File: src/rtl/gpio_cond_pkg.sv
// Shared constants, counter-width helper and edge bundle
// for the GPIO pin conditioner.
package gpio_cond_pkg;

  localparam int GPIO_WIDTH_DEF      = 24;
  localparam int SYNC_STAGES_DEF     = 2;
  localparam int DEBOUNCE_CYCLES_DEF = 16;

  typedef struct packed {
    logic rise;
    logic fall;
  } edge_t;

  // Bypass mode still needs a legal 1-bit vector
  function automatic int cnt_width(input int cycles);
    return (cycles < 1) ? 1 : $clog2(cycles + 1);
  endfunction

endpackage

File: src/rtl/gpio_pin_conditioner_if.sv
// Register-block <-> pad conditioner bundle.
// GPIO_COND_LOOPBACK_EN adds the LOOPBACK self-test select.
interface gpio_pin_conditioner_if
  import gpio_cond_pkg::*;
#(
  parameter int W = GPIO_WIDTH_DEF
);

  logic [W-1:0] DIR;
  logic [W-1:0] WDATA;
  logic [W-1:0] PAD_IN;
  logic [W-1:0] PAD_OUT;
  logic [W-1:0] PAD_OE;
  logic [W-1:0] RDATA;
  logic [W-1:0] IRQ_RISE_MASK;
  logic [W-1:0] IRQ_FALL_MASK;
  logic [W-1:0] IRQ_CLR;
  logic [W-1:0] IRQ_STATUS;
  logic         IRQ;

`ifdef GPIO_COND_LOOPBACK_EN
  logic LOOPBACK;

  modport master (
    output DIR, WDATA, PAD_IN,
    output IRQ_RISE_MASK, IRQ_FALL_MASK,
    output IRQ_CLR, LOOPBACK,
    input  PAD_OUT, PAD_OE, RDATA,
    input  IRQ_STATUS, IRQ
  );

  modport slave (
    input  DIR, WDATA, PAD_IN,
    input  IRQ_RISE_MASK, IRQ_FALL_MASK,
    input  IRQ_CLR, LOOPBACK,
    output PAD_OUT, PAD_OE, RDATA,
    output IRQ_STATUS, IRQ
  );
`else
  modport master (
    output DIR, WDATA, PAD_IN,
    output IRQ_RISE_MASK, IRQ_FALL_MASK,
    output IRQ_CLR,
    input  PAD_OUT, PAD_OE, RDATA,
    input  IRQ_STATUS, IRQ
  );

  modport slave (
    input  DIR, WDATA, PAD_IN,
    input  IRQ_RISE_MASK, IRQ_FALL_MASK,
    input  IRQ_CLR,
    output PAD_OUT, PAD_OE, RDATA,
    output IRQ_STATUS, IRQ
  );
`endif

endinterface

File: src/rtl/gpio_pin_conditioner_debounce_bit.sv
// One pin: synchroniser chain, debounce counter,
// accepted-value register and registered edge pulses.
module gpio_debounce_bit
  import gpio_cond_pkg::*;
#(
  parameter int SYNC_STAGES     = SYNC_STAGES_DEF,
  parameter int DEBOUNCE_CYCLES = DEBOUNCE_CYCLES_DEF
) (
  input  logic  clk,
  input  logic  rst,
  input  logic  din,
  output logic  stable,
  output edge_t edges
);

  localparam int CW = cnt_width(DEBOUNCE_CYCLES);

  logic [SYNC_STAGES-1:0] chain;
  logic                   sync;
  logic                   update;

  always_ff @(posedge clk or posedge rst) begin
    if (rst) chain <= '0;
    else     chain <= {chain[SYNC_STAGES-2:0], din};
  end

  assign sync = chain[SYNC_STAGES-1];

  generate
    if (DEBOUNCE_CYCLES == 0) begin : g_bypass
      assign update = sync != stable;
    end else begin : g_count
      localparam logic [CW-1:0] LAST =
        CW'(DEBOUNCE_CYCLES - 1);

      logic [CW-1:0] cnt;

      // Clears on agreement, on acceptance, or on bounce
      always_ff @(posedge clk or posedge rst) begin
        if (rst)
          cnt <= '0;
        else if (sync == stable || cnt == LAST)
          cnt <= '0;
        else
          cnt <= cnt + 1'b1;
      end

      assign update = (sync != stable) && (cnt == LAST);
    end
  endgenerate

  always_ff @(posedge clk or posedge rst) begin
    if (rst) begin
      stable     <= 1'b0;
      edges.rise <= 1'b0;
      edges.fall <= 1'b0;
    end else begin
      if (update) stable <= sync;
      edges.rise <= update & sync;
      edges.fall <= update & ~sync;
    end
  end

endmodule

File: src/rtl/gpio_pin_conditioner.sv
// Pad-side GPIO conditioner: output registers, debounced
// inputs, sticky edge IRQ. GPIO_COND_LOOPBACK_EN adds self-test.
module gpio_pin_conditioner
  import gpio_cond_pkg::*;
#(
  parameter int GPIO_WIDTH      = GPIO_WIDTH_DEF,
  parameter int SYNC_STAGES     = SYNC_STAGES_DEF,
  parameter int DEBOUNCE_CYCLES = DEBOUNCE_CYCLES_DEF
) (
  input logic HCLK,
  input logic HRESET,
  gpio_pin_conditioner_if.slave bus
);

  logic  [GPIO_WIDTH-1:0] pad_src;
  logic  [GPIO_WIDTH-1:0] stable;
  logic  [GPIO_WIDTH-1:0] rise;
  logic  [GPIO_WIDTH-1:0] fall;
  edge_t [GPIO_WIDTH-1:0] edges;

  always_ff @(posedge HCLK or posedge HRESET) begin
    if (HRESET) begin
      bus.PAD_OUT <= '0;
      bus.PAD_OE  <= '0;
    end else begin
      bus.PAD_OUT <= bus.WDATA;
      bus.PAD_OE  <= bus.DIR;
    end
  end

`ifdef GPIO_COND_LOOPBACK_EN
  assign pad_src = bus.LOOPBACK
                 ? (bus.PAD_OUT & bus.PAD_OE)
                 : bus.PAD_IN;
`else
  assign pad_src = bus.PAD_IN;
`endif

  genvar i;
  generate
    for (i = 0; i < GPIO_WIDTH; i++) begin : g_pin
      gpio_debounce_bit #(
        .SYNC_STAGES    (SYNC_STAGES),
        .DEBOUNCE_CYCLES(DEBOUNCE_CYCLES)
      ) u_bit (
        .clk   (HCLK),
        .rst   (HRESET),
        .din   (pad_src[i]),
        .stable(stable[i]),
        .edges (edges[i])
      );

      assign rise[i] = edges[i].rise;
      assign fall[i] = edges[i].fall;
    end
  endgenerate

  assign bus.RDATA = stable;

  // Set dominates a coincident clear so no event is lost
  always_ff @(posedge HCLK or posedge HRESET) begin
    if (HRESET)
      bus.IRQ_STATUS <= '0;
    else
      bus.IRQ_STATUS <= (bus.IRQ_STATUS & ~bus.IRQ_CLR)
                      | (rise & bus.IRQ_RISE_MASK)
                      | (fall & bus.IRQ_FALL_MASK);
  end

  assign bus.IRQ = |bus.IRQ_STATUS;

endmodule

File: src/flat_wrapper.sv
// flat-port wrapper written by rule: the top's interface ports become plain ports
module gpio_pin_conditioner_flat import gpio_cond_pkg::*;
#(
  parameter int GPIO_WIDTH      = GPIO_WIDTH_DEF,
  parameter int SYNC_STAGES     = SYNC_STAGES_DEF,
  parameter int DEBOUNCE_CYCLES = DEBOUNCE_CYCLES_DEF
)
  (HCLK, HRESET, bus_DIR, bus_WDATA, bus_PAD_IN, bus_IRQ_RISE_MASK, bus_IRQ_FALL_MASK, bus_IRQ_CLR, bus_PAD_OUT, bus_PAD_OE, bus_RDATA, bus_IRQ_STATUS, bus_IRQ);
  gpio_pin_conditioner_if #(.W((24))) bus_i ();
  input logic HCLK;
  input logic HRESET;
  input wire logic [$bits(bus_i.DIR)-1:0] bus_DIR;
  input wire logic [$bits(bus_i.WDATA)-1:0] bus_WDATA;
  input wire logic [$bits(bus_i.PAD_IN)-1:0] bus_PAD_IN;
  input wire logic [$bits(bus_i.IRQ_RISE_MASK)-1:0] bus_IRQ_RISE_MASK;
  input wire logic [$bits(bus_i.IRQ_FALL_MASK)-1:0] bus_IRQ_FALL_MASK;
  input wire logic [$bits(bus_i.IRQ_CLR)-1:0] bus_IRQ_CLR;
  output wire logic [$bits(bus_i.PAD_OUT)-1:0] bus_PAD_OUT;
  output wire logic [$bits(bus_i.PAD_OE)-1:0] bus_PAD_OE;
  output wire logic [$bits(bus_i.RDATA)-1:0] bus_RDATA;
  output wire logic [$bits(bus_i.IRQ_STATUS)-1:0] bus_IRQ_STATUS;
  output wire logic [$bits(bus_i.IRQ)-1:0] bus_IRQ;
  assign bus_i.DIR = bus_DIR;
  assign bus_i.WDATA = bus_WDATA;
  assign bus_i.PAD_IN = bus_PAD_IN;
  assign bus_i.IRQ_RISE_MASK = bus_IRQ_RISE_MASK;
  assign bus_i.IRQ_FALL_MASK = bus_IRQ_FALL_MASK;
  assign bus_i.IRQ_CLR = bus_IRQ_CLR;
  assign bus_PAD_OUT = bus_i.PAD_OUT;
  assign bus_PAD_OE = bus_i.PAD_OE;
  assign bus_RDATA = bus_i.RDATA;
  assign bus_IRQ_STATUS = bus_i.IRQ_STATUS;
  assign bus_IRQ = bus_i.IRQ;
  gpio_pin_conditioner #(.GPIO_WIDTH(GPIO_WIDTH), .SYNC_STAGES(SYNC_STAGES), .DEBOUNCE_CYCLES(DEBOUNCE_CYCLES)) u_core (.HCLK(HCLK), .HRESET(HRESET), .bus(bus_i));
endmodule
File: config.mk
export PLATFORM = sky130hd
export DESIGN_NAME = gpio_pin_conditioner_flat
export DESIGN_NICKNAME = d
export VERILOG_FILES = /design/src/rtl/gpio_cond_pkg.sv /design/src/rtl/gpio_pin_conditioner_if.sv /design/src/rtl/gpio_pin_conditioner_debounce_bit.sv /design/src/rtl/gpio_pin_conditioner.sv /design/src/flat_wrapper.sv
export SDC_FILE = /design/constraint.sdc
export NUM_CORES = 1
export LEC_CHECK = 0
export ABC_AREA = 1
export ABC_CLOCK_PERIOD_IN_PS = 12300
export BUFFER_PORTS_ARGS = -buffer_cell sky130_fd_sc_hd__buf_2
export CORE_MARGIN = 5
export CORE_UTILIZATION = 50
export DETAILED_ROUTE_END_ITERATION = 16
export PLACE_DENSITY_LB_ADDON = 0.12
export SLEW_MARGIN = 15
export SYNTH_ARGS = -nofsm -noshare
export SYNTH_HDL_FRONTEND = slang
export SYNTH_SLANG_ARGS = --single-unit
File: constraint.sdc
create_clock -name HCLK -period 12.3 [get_ports HCLK]
set_clock_uncertainty 0.1 [all_clocks]
set_input_delay 2.46 -clock HCLK [delete_from_list [all_inputs] [get_ports HCLK]]
set_output_delay 2.46 -clock HCLK [all_outputs]
set_load 0.01 [all_outputs]
==> results.cfg, run 1 <==
[critical_path]
crit_start = u_core.bus.IRQ_STATUS[19]$_DFF_PP0_
crit_fanout = 3
crit_path_end = bus_IRQ
crit_required_ps = 9740
reg2reg_depth = 7
cpMaxStageDelayCell = dfrtp_1
r2r_slack_ps = 10820
r2r-end = u_core.g_pin[20].u_bit.g_count.cnt[3]$_DFF_PP0_
critPathMaxStageDelay_ps = 410
worstPathArrival_ps = 1690
crit_chain = nor2_1, nand2_1, nor2_1, nand3_1, buf_2
endpoint_kind = output port
worstReg2RegStart = u_core.g_pin[20].u_bit.g_count.cnt[0]$_DFF_PP0_
cp-start-kind = flip-flop
worst-setup-path-type = flip-flop to output port
crit_path_frequent_cell = nor2_1

[synthesis]
synth_mux_area_share_pct = 0
synth-compound-area-share_pct = 2.42
syn_inst = 1175
synth_top_family_by_area = simple AND/OR/NAND/NOR gates
synth_adder_area_share_pct = 7.27
netlist_top_cells_area = dfrtp_1 (63%), ha_1 (7.3%), inv_1 (5.8%), nand2_1 (5.3%), nor2_1 (4.8%)
synth_cell_types = 15
synth-seq-cells = 312
yosysSeqAreaShare_pct = 63.0
synth_area_per_cell_um2 = 10.6
syn-num-nets = 1393
ys_warn_count = 0
yosys.area.top_type_share_pct = 63.0
synth-xor-area-share_pct = 0
synth-simple-area-share_pct = 19.3
syn_area_um2 = 12400
synth_top_area_cell = dfrtp_1

[clocking]
clk_path_buf_depth = 3
cts-resized-gates = 0
cts_buffers = 34
clk_pin_slew_ps = 60
cts.sinks = 312
ctsRootBufferMaster = clkbuf_16
cts_tree = yes
h-tree-depth = 2
postCtsSetupBuffers = 0
insertion_delay_ps = 490
hold_buffers = 0

[floorplan]
rows = 57
core_um2 = 24400
ioPinCount = 243
dieArea_um2 = 28000
die_h_um = 167
start_util_pct = 50.8
die_w_um = 167

[detailed_routing]
ant_nets = 0
drt-initial-drc-count = 366
viasPerCell = 4.58
firstDrtPassIters = 4
wl_per_cell_um = 12.4
num_vias = 8147
wl_um = 22000
drcViolationCount = 0

[place]
dp.cells = 1718
dp_hpwl_um = 15800
portBuffers = 242
routabilityCongestion = 0.816
placed_area_um2 = 13900
place_ws_ps = 8010

[timing]
worstMarginPinSlew_ps = 1030
grt_setup_unrepaired = false
worst_slack_ps = 8050
min_period_over_period_pct = 34.6
fmaxAchievable_mhz = 235
drv_slew = 0
finalHoldViolations = 0
fin_setup_tns_ps = 0
min_period_ps = 4250
finalSetupViolCount = 0
slew_headroom_pct = 31.5

[global_route]
grt_pass1_wl_um = 38200
grt_pass1_vias = 8385
gr-total-overflow = 0
grt_start_max_net_pins = 166
antenna_found_initial = 1
grtUsageTotal_pct = 16.1

[final_layout]
finalNetCount = 1648
fillers = 2045
multi_input_area_um2 = 3600
diodes = 0
finalInstanceArea_um2 = 15100
area_growth_pct = 21.5
final_util_pct = 61.8
seq_area_um2 = 7810
drive_above_1_share_pct = 27.4
final_cell_mix = dfrtp_1 (312), buf_2 (242), inv_1 (192)
instances_no_fill = 1779
layout_commonest_cell = dfrtp_1

[run_status]
status = finished clean

[worst_hold_path]
hp-class = flip-flop to flip-flop

[flow_run]
drv_cap = 0

[power_and_ir_drop]
leakagePower_uw = 0.00770
powerDensity_nw_per_um2 = 149
peakVddDrop_mv = 0.156
==> cell families (layout without fill, tap and decap cells) <==
logic type	count (synthesis)	in the layout
AO/OA/AOI/OAI	48	48
adder cells (fa/ha/maj)	72	72
buffers and inverters	241	521
flip-flops	312	312
AND/OR/NAND/NOR	502	502
==> layout make-up <==
type	instances	share of cell area, %
Sequential cell	312	51.8
Timing Repair Buffer	243	8.17
Clock buffer	49	7.04
Tap cell	324	2.69
Inverter	217	5.46
Multi-Input combinational cell	622	23.9
Clock inverter	12	0.938
==> flip-flops by register name, summed over array words and instances (netlist names) <==
register and count:
u_core.g_pin.u_bit.g_count.cnt 120, u_core.g_pin.u_bit.chain 48, u_core.g_pin.u_bit.edges 48, u_core.bus.IRQ_STATUS 24, u_core.bus.PAD_OE 24, u_core.bus.PAD_OUT 24
u_core.g_pin.u_bit.stable 24
==> cell usage after synthesis, drive strengths merged <==
master,n
buf,24
dfrtp,312
ha,72
inv,217
nand2,198
nand3,49
nand4,24
nor2,159
nor3,72
o211ai,24
o21ai,24
==> worst min-delay path by stage <==
stage	startpoint	to	slack (ps)	cells past startpoint
after floorplan	u_core.g_pin[0].u_bit.chain[0]$_DFF_PP0_	u_core.g_pin[0].u_bit.chain[1]$_DFF_PP0_	230	0
after global placement	u_core.g_pin[11].u_bit.chain[0]$_DFF_PP0_	u_core.g_pin[11].u_bit.chain[1]$_DFF_PP0_	230	0
after detailed placement	u_core.g_pin[16].u_bit.chain[0]$_DFF_PP0_	u_core.g_pin[16].u_bit.chain[1]$_DFF_PP0_	230	0
after CTS	u_core.g_pin[19].u_bit.chain[0]$_DFF_PP0_	u_core.g_pin[19].u_bit.chain[1]$_DFF_PP0_	250	0
after global routing	u_core.g_pin[15].u_bit.chain[0]$_DFF_PP0_	u_core.g_pin[15].u_bit.chain[1]$_DFF_PP0_	250	0
final	u_core.g_pin[16].u_bit.chain[0]$_DFF_PP0_	u_core.g_pin[16].u_bit.chain[1]$_DFF_PP0_	240	0
==> routing by layer <==
| metal | part of all wire (%) | track usage (%) | up-vias |
|---|---|---|---|
| met1 | 44 | 21.3 | 3764 |
| li1 | - | - | 4153 |
| met5 | 0.050 | 0 | - |
| met4 | 1.9 | 4.16 | 2 |
| met2 | 46 | 26.3 | 191 |
| met3 | 7.7 | 4.79 | 37 |
==> worst max-delay path, delay by kind of cell, from the launching register on <==
| family | cells | cell delay, ps |
|---|---|---|
| buffers and inverters | 1 | 160 |
| flip-flops | 1 | 410 |
| AND/OR/NAND/NOR | 4 | 630 |
==> metrics by stage <==
stage	power (uW)	hold WS (ps)
after global placement	1210	233
final	2240	242
after global routing	2350	253
after detailed placement	1210	235
after floorplan	1160	231
after CTS	2280	246
==> report_power, final <==
group / leakage, uW / switching, uW / internal, uW
clock network: 0.000598 / 389 / 663
registers: 0.00408 / 25.1 / 1060
logic: 0.00303 / 60.7 / 42.0
total: 0.00770 / 475 / 1770
(Power assumes the default switching activity.)
==> run 2, diff against run 1 <==
--- a/config.mk
+++ b/config.mk
@@ -5,11 +5,11 @@
 export SDC_FILE = /design/constraint.sdc
 export NUM_CORES = 1
 export LEC_CHECK = 0
-export ABC_AREA = 1
-export ABC_CLOCK_PERIOD_IN_PS = 12300
+export ABC_AREA = 0
+export ABC_CLOCK_PERIOD_IN_PS = 3500
 export BUFFER_PORTS_ARGS = -buffer_cell sky130_fd_sc_hd__buf_2
 export CORE_MARGIN = 5
-export CORE_UTILIZATION = 50
+export CORE_UTILIZATION = 49
 export DETAILED_ROUTE_END_ITERATION = 16
 export PLACE_DENSITY_LB_ADDON = 0.12
 export SLEW_MARGIN = 15
==> constraint.sdc (replaced) <==
create_clock -name HCLK -period 3.5 [get_ports HCLK]
set_clock_uncertainty 0.1 [all_clocks]
set_input_delay 0.7 -clock HCLK [delete_from_list [all_inputs] [get_ports HCLK]]
set_output_delay 0.7 -clock HCLK [all_outputs]
set_load 0.01 [all_outputs]
==> results.cfg, run 2 <==
[critical_path]
cp_num_buf_inv = 1
endpoint_kind = output port
cp_top_family = simple AND/OR/NAND/NOR gates
crit_required_ps = 2700
worst-setup-path-type = flip-flop to output port
critPathMaxStageDelay_ps = 520
crit_fanout = 3
worstReg2RegStart = u_core.g_pin[22].u_bit.g_count.cnt[0]$_DFF_PP0_
worstPathArrival_ps = 2070
crit_chain = nor4_1, and4_1, nand3_1, buf_2
crit_start = u_core.bus.IRQ_STATUS[16]$_DFF_PP0_
cp-start-kind = flip-flop
cpMaxStageDelayCell = nor4_1

[synthesis]
yosysSeqAreaShare_pct = 67.2
synthTopCellsByCount = dfrtp_1 (312), nor2_1 (136), inv_1 (88), ha_1 (72), xor2_1 (48)
netlist_top_cells_area = dfrtp_1 (67%), ha_1 (7.7%), nor2_1 (4.4%), xor2_1 (3.6%), inv_1 (2.8%)
synth_top_area_cell = dfrtp_1
post-synth-top-count-cell = dfrtp_1
syn_inst = 904
syn-num-nets = 1122
synth_area_per_cell_um2 = 12.9
yosys.area.top_type_share_pct = 67.2
synth_edf_count = 0
synthArstFlopShare_pct = 100
synth-seq-cells = 312
ys_warn_count = 0
synth_flop_cell = dfrtp_1
syn_area_um2 = 11600
synth_cell_types = 20

[final_layout]
layout_commonest_cell = dfrtp_1
final_cell_mix = dfrtp_1 (312), buf_2 (242), nor2_1 (136)
finalNetCount = 1381
top_regs = u_core.g_pin.u_bit.g_count.cnt: 120 flops, u_core.g_pin.u_bit.chain: 48 flops, u_core.g_pin.u_bit.edges: 48 flops
diodes = 0
instances_no_fill = 1505
area_growth_pct = 22.6
finalInstanceArea_um2 = 14300
drive_above_1_share_pct = 25.6
largest_reg_flops = 120
regMostFlops = u_core.g_pin.u_bit.g_count.cnt
fillers = 1979

[clocking]
clk_path_buf_depth = 3
insertion_delay_ps = 500
cts_tree = yes
postCtsSetupBuffers = 0
clk_pin_slew_ps = 60
hold_buffers = 0
h-tree-depth = 2
cts.sinks = 312
cts-resized-gates = 0
cts_buffers = 34
ctsRootBufferMaster = clkbuf_16

[power_and_ir_drop]
peakVddDrop_mv = 0.420
leakagePower_uw = 0.00742
power_uw = 7720
powerDensity_nw_per_um2 = 541

[worst_hold_path]
hp-class = input pin to asynchronous set/reset pin

[place]
portBuffers = 242
dp.cells = 1446
routabilityCongestion = 0.717
dp_hpwl_um = 14000
placed_area_um2 = 13100

[global_route]
gr-total-overflow = 0
antenna_found_initial = 3
grt_pass1_vias = 7094
grt_pass1_wl_um = 32800
grt_start_max_net_pins = 130
grtUsageTotal_pct = 14.8

[floorplan]
core_um2 = 23400
ioPinCount = 243
start_util_pct = 49.7
rows = 56
die_w_um = 164
dieArea_um2 = 26900
die_h_um = 164

[timing]
drv_slew = 0
slew_headroom_pct = 55.8
worstMarginPinSlew_ps = 663
finalHoldViolations = 0
finalSetupViolCount = 0
fmaxAchievable_mhz = 348
grt_setup_unrepaired = false
min_period_over_period_pct = 82.1
min_period_ps = 2870
fin_setup_tns_ps = 0

[detailed_routing]
viasPerCell = 4.58
wl_um = 19500
firstDrtPassIters = 4
ant_nets = 0
drcViolationCount = 0
drt-initial-drc-count = 338
num_vias = 6894
wl_per_cell_um = 13.0

[flow_run]
drv_cap = 0

[run_status]
status = finished clean
## run 2: path summary, 6_finish.rpt
kind	depth (start not counted)	to	slack, ps
worst max register to register	5	u_core.g_pin[22].u_bit.g_count.cnt[2]$_DFF_PP0_	1940
max in group asynchronous	3	u_core.bus.IRQ_STATUS[12]$_DFF_PP0_	2290
worst min-delay path	2	u_core.bus.PAD_OUT[6]$_DFF_PP0_	70
min in group HCLK	1	u_core.bus.PAD_OUT[8]$_DFF_PP0_	200
worst max-delay path	4	bus_IRQ	630
worst min register to register	0	u_core.g_pin[20].u_bit.chain[1]$_DFF_PP0_	250
## run 2: stage by stage
stage / hold slack (ps) / utilization [%] / worst slack [ps]
CTS: 61.0 / 60.9 / 608
detailed placement: 235 / 56.1 / 1150
global placement: 232 / 56.1 / 1210
finish: 74.7 / 60.9 / 628
global route: 81.7 / 60.9 / 534
floorplan: 231 / - / -1450
## run 2: layer usage
layer	GRT usage [%]	up-vias	share of wire (%)
li1	-	3409	-
met1	19.8	3223	43
met2	22.7	213	44
met3	5.65	43	10
met4	4.16	6	2.2
met5	0	-	0.17
## run 2: cell families (layout without fill, tap and decap cells)
| family | count (synthesis) | count (layout) | share of synthesized area [%] |
|---|---|---|---|
| buffers and inverters | 112 | 394 | 4.39 |
| multiplexers | 8 | 8 | 0.775 |
| AO/OA/AOI/OAI | 63 | 63 | 3.25 |
| adder cells (fa/ha/maj) | 72 | 72 | 7.75 |
| flip-flops | 312 | 312 | 67.2 |
| XOR/XNOR | 72 | 72 | 5.42 |
| AND/OR/NAND/NOR | 265 | 265 | 11.3 |
## run 2: layout make-up
type                            count  area [um2]  share of cell area [%]
Inverter                           88         334                    2.34
Multi-Input combinational cell    480        3310                    23.2
Clock buffer                       52        1020                    7.17
Tap cell                          319         399                    2.80
Timing Repair Buffer              247        1270                    8.94
Sequential cell                   312        7810                    54.8
Clock inverter                      7         110                   0.772
## run 2: power by group
part | switching (uW) | internal [uW]
clock | 1340 | 2230
combinational | 194 | 153
sequential | 70.3 | 3730
## run 2: worst reg2reg max path, stage by stage (launching register included)
cell	delay [ps]
dfrtp_1	390
ha_1	220
and3_1	220
ha_1	200
nand2b_1	220
nor2_1	140
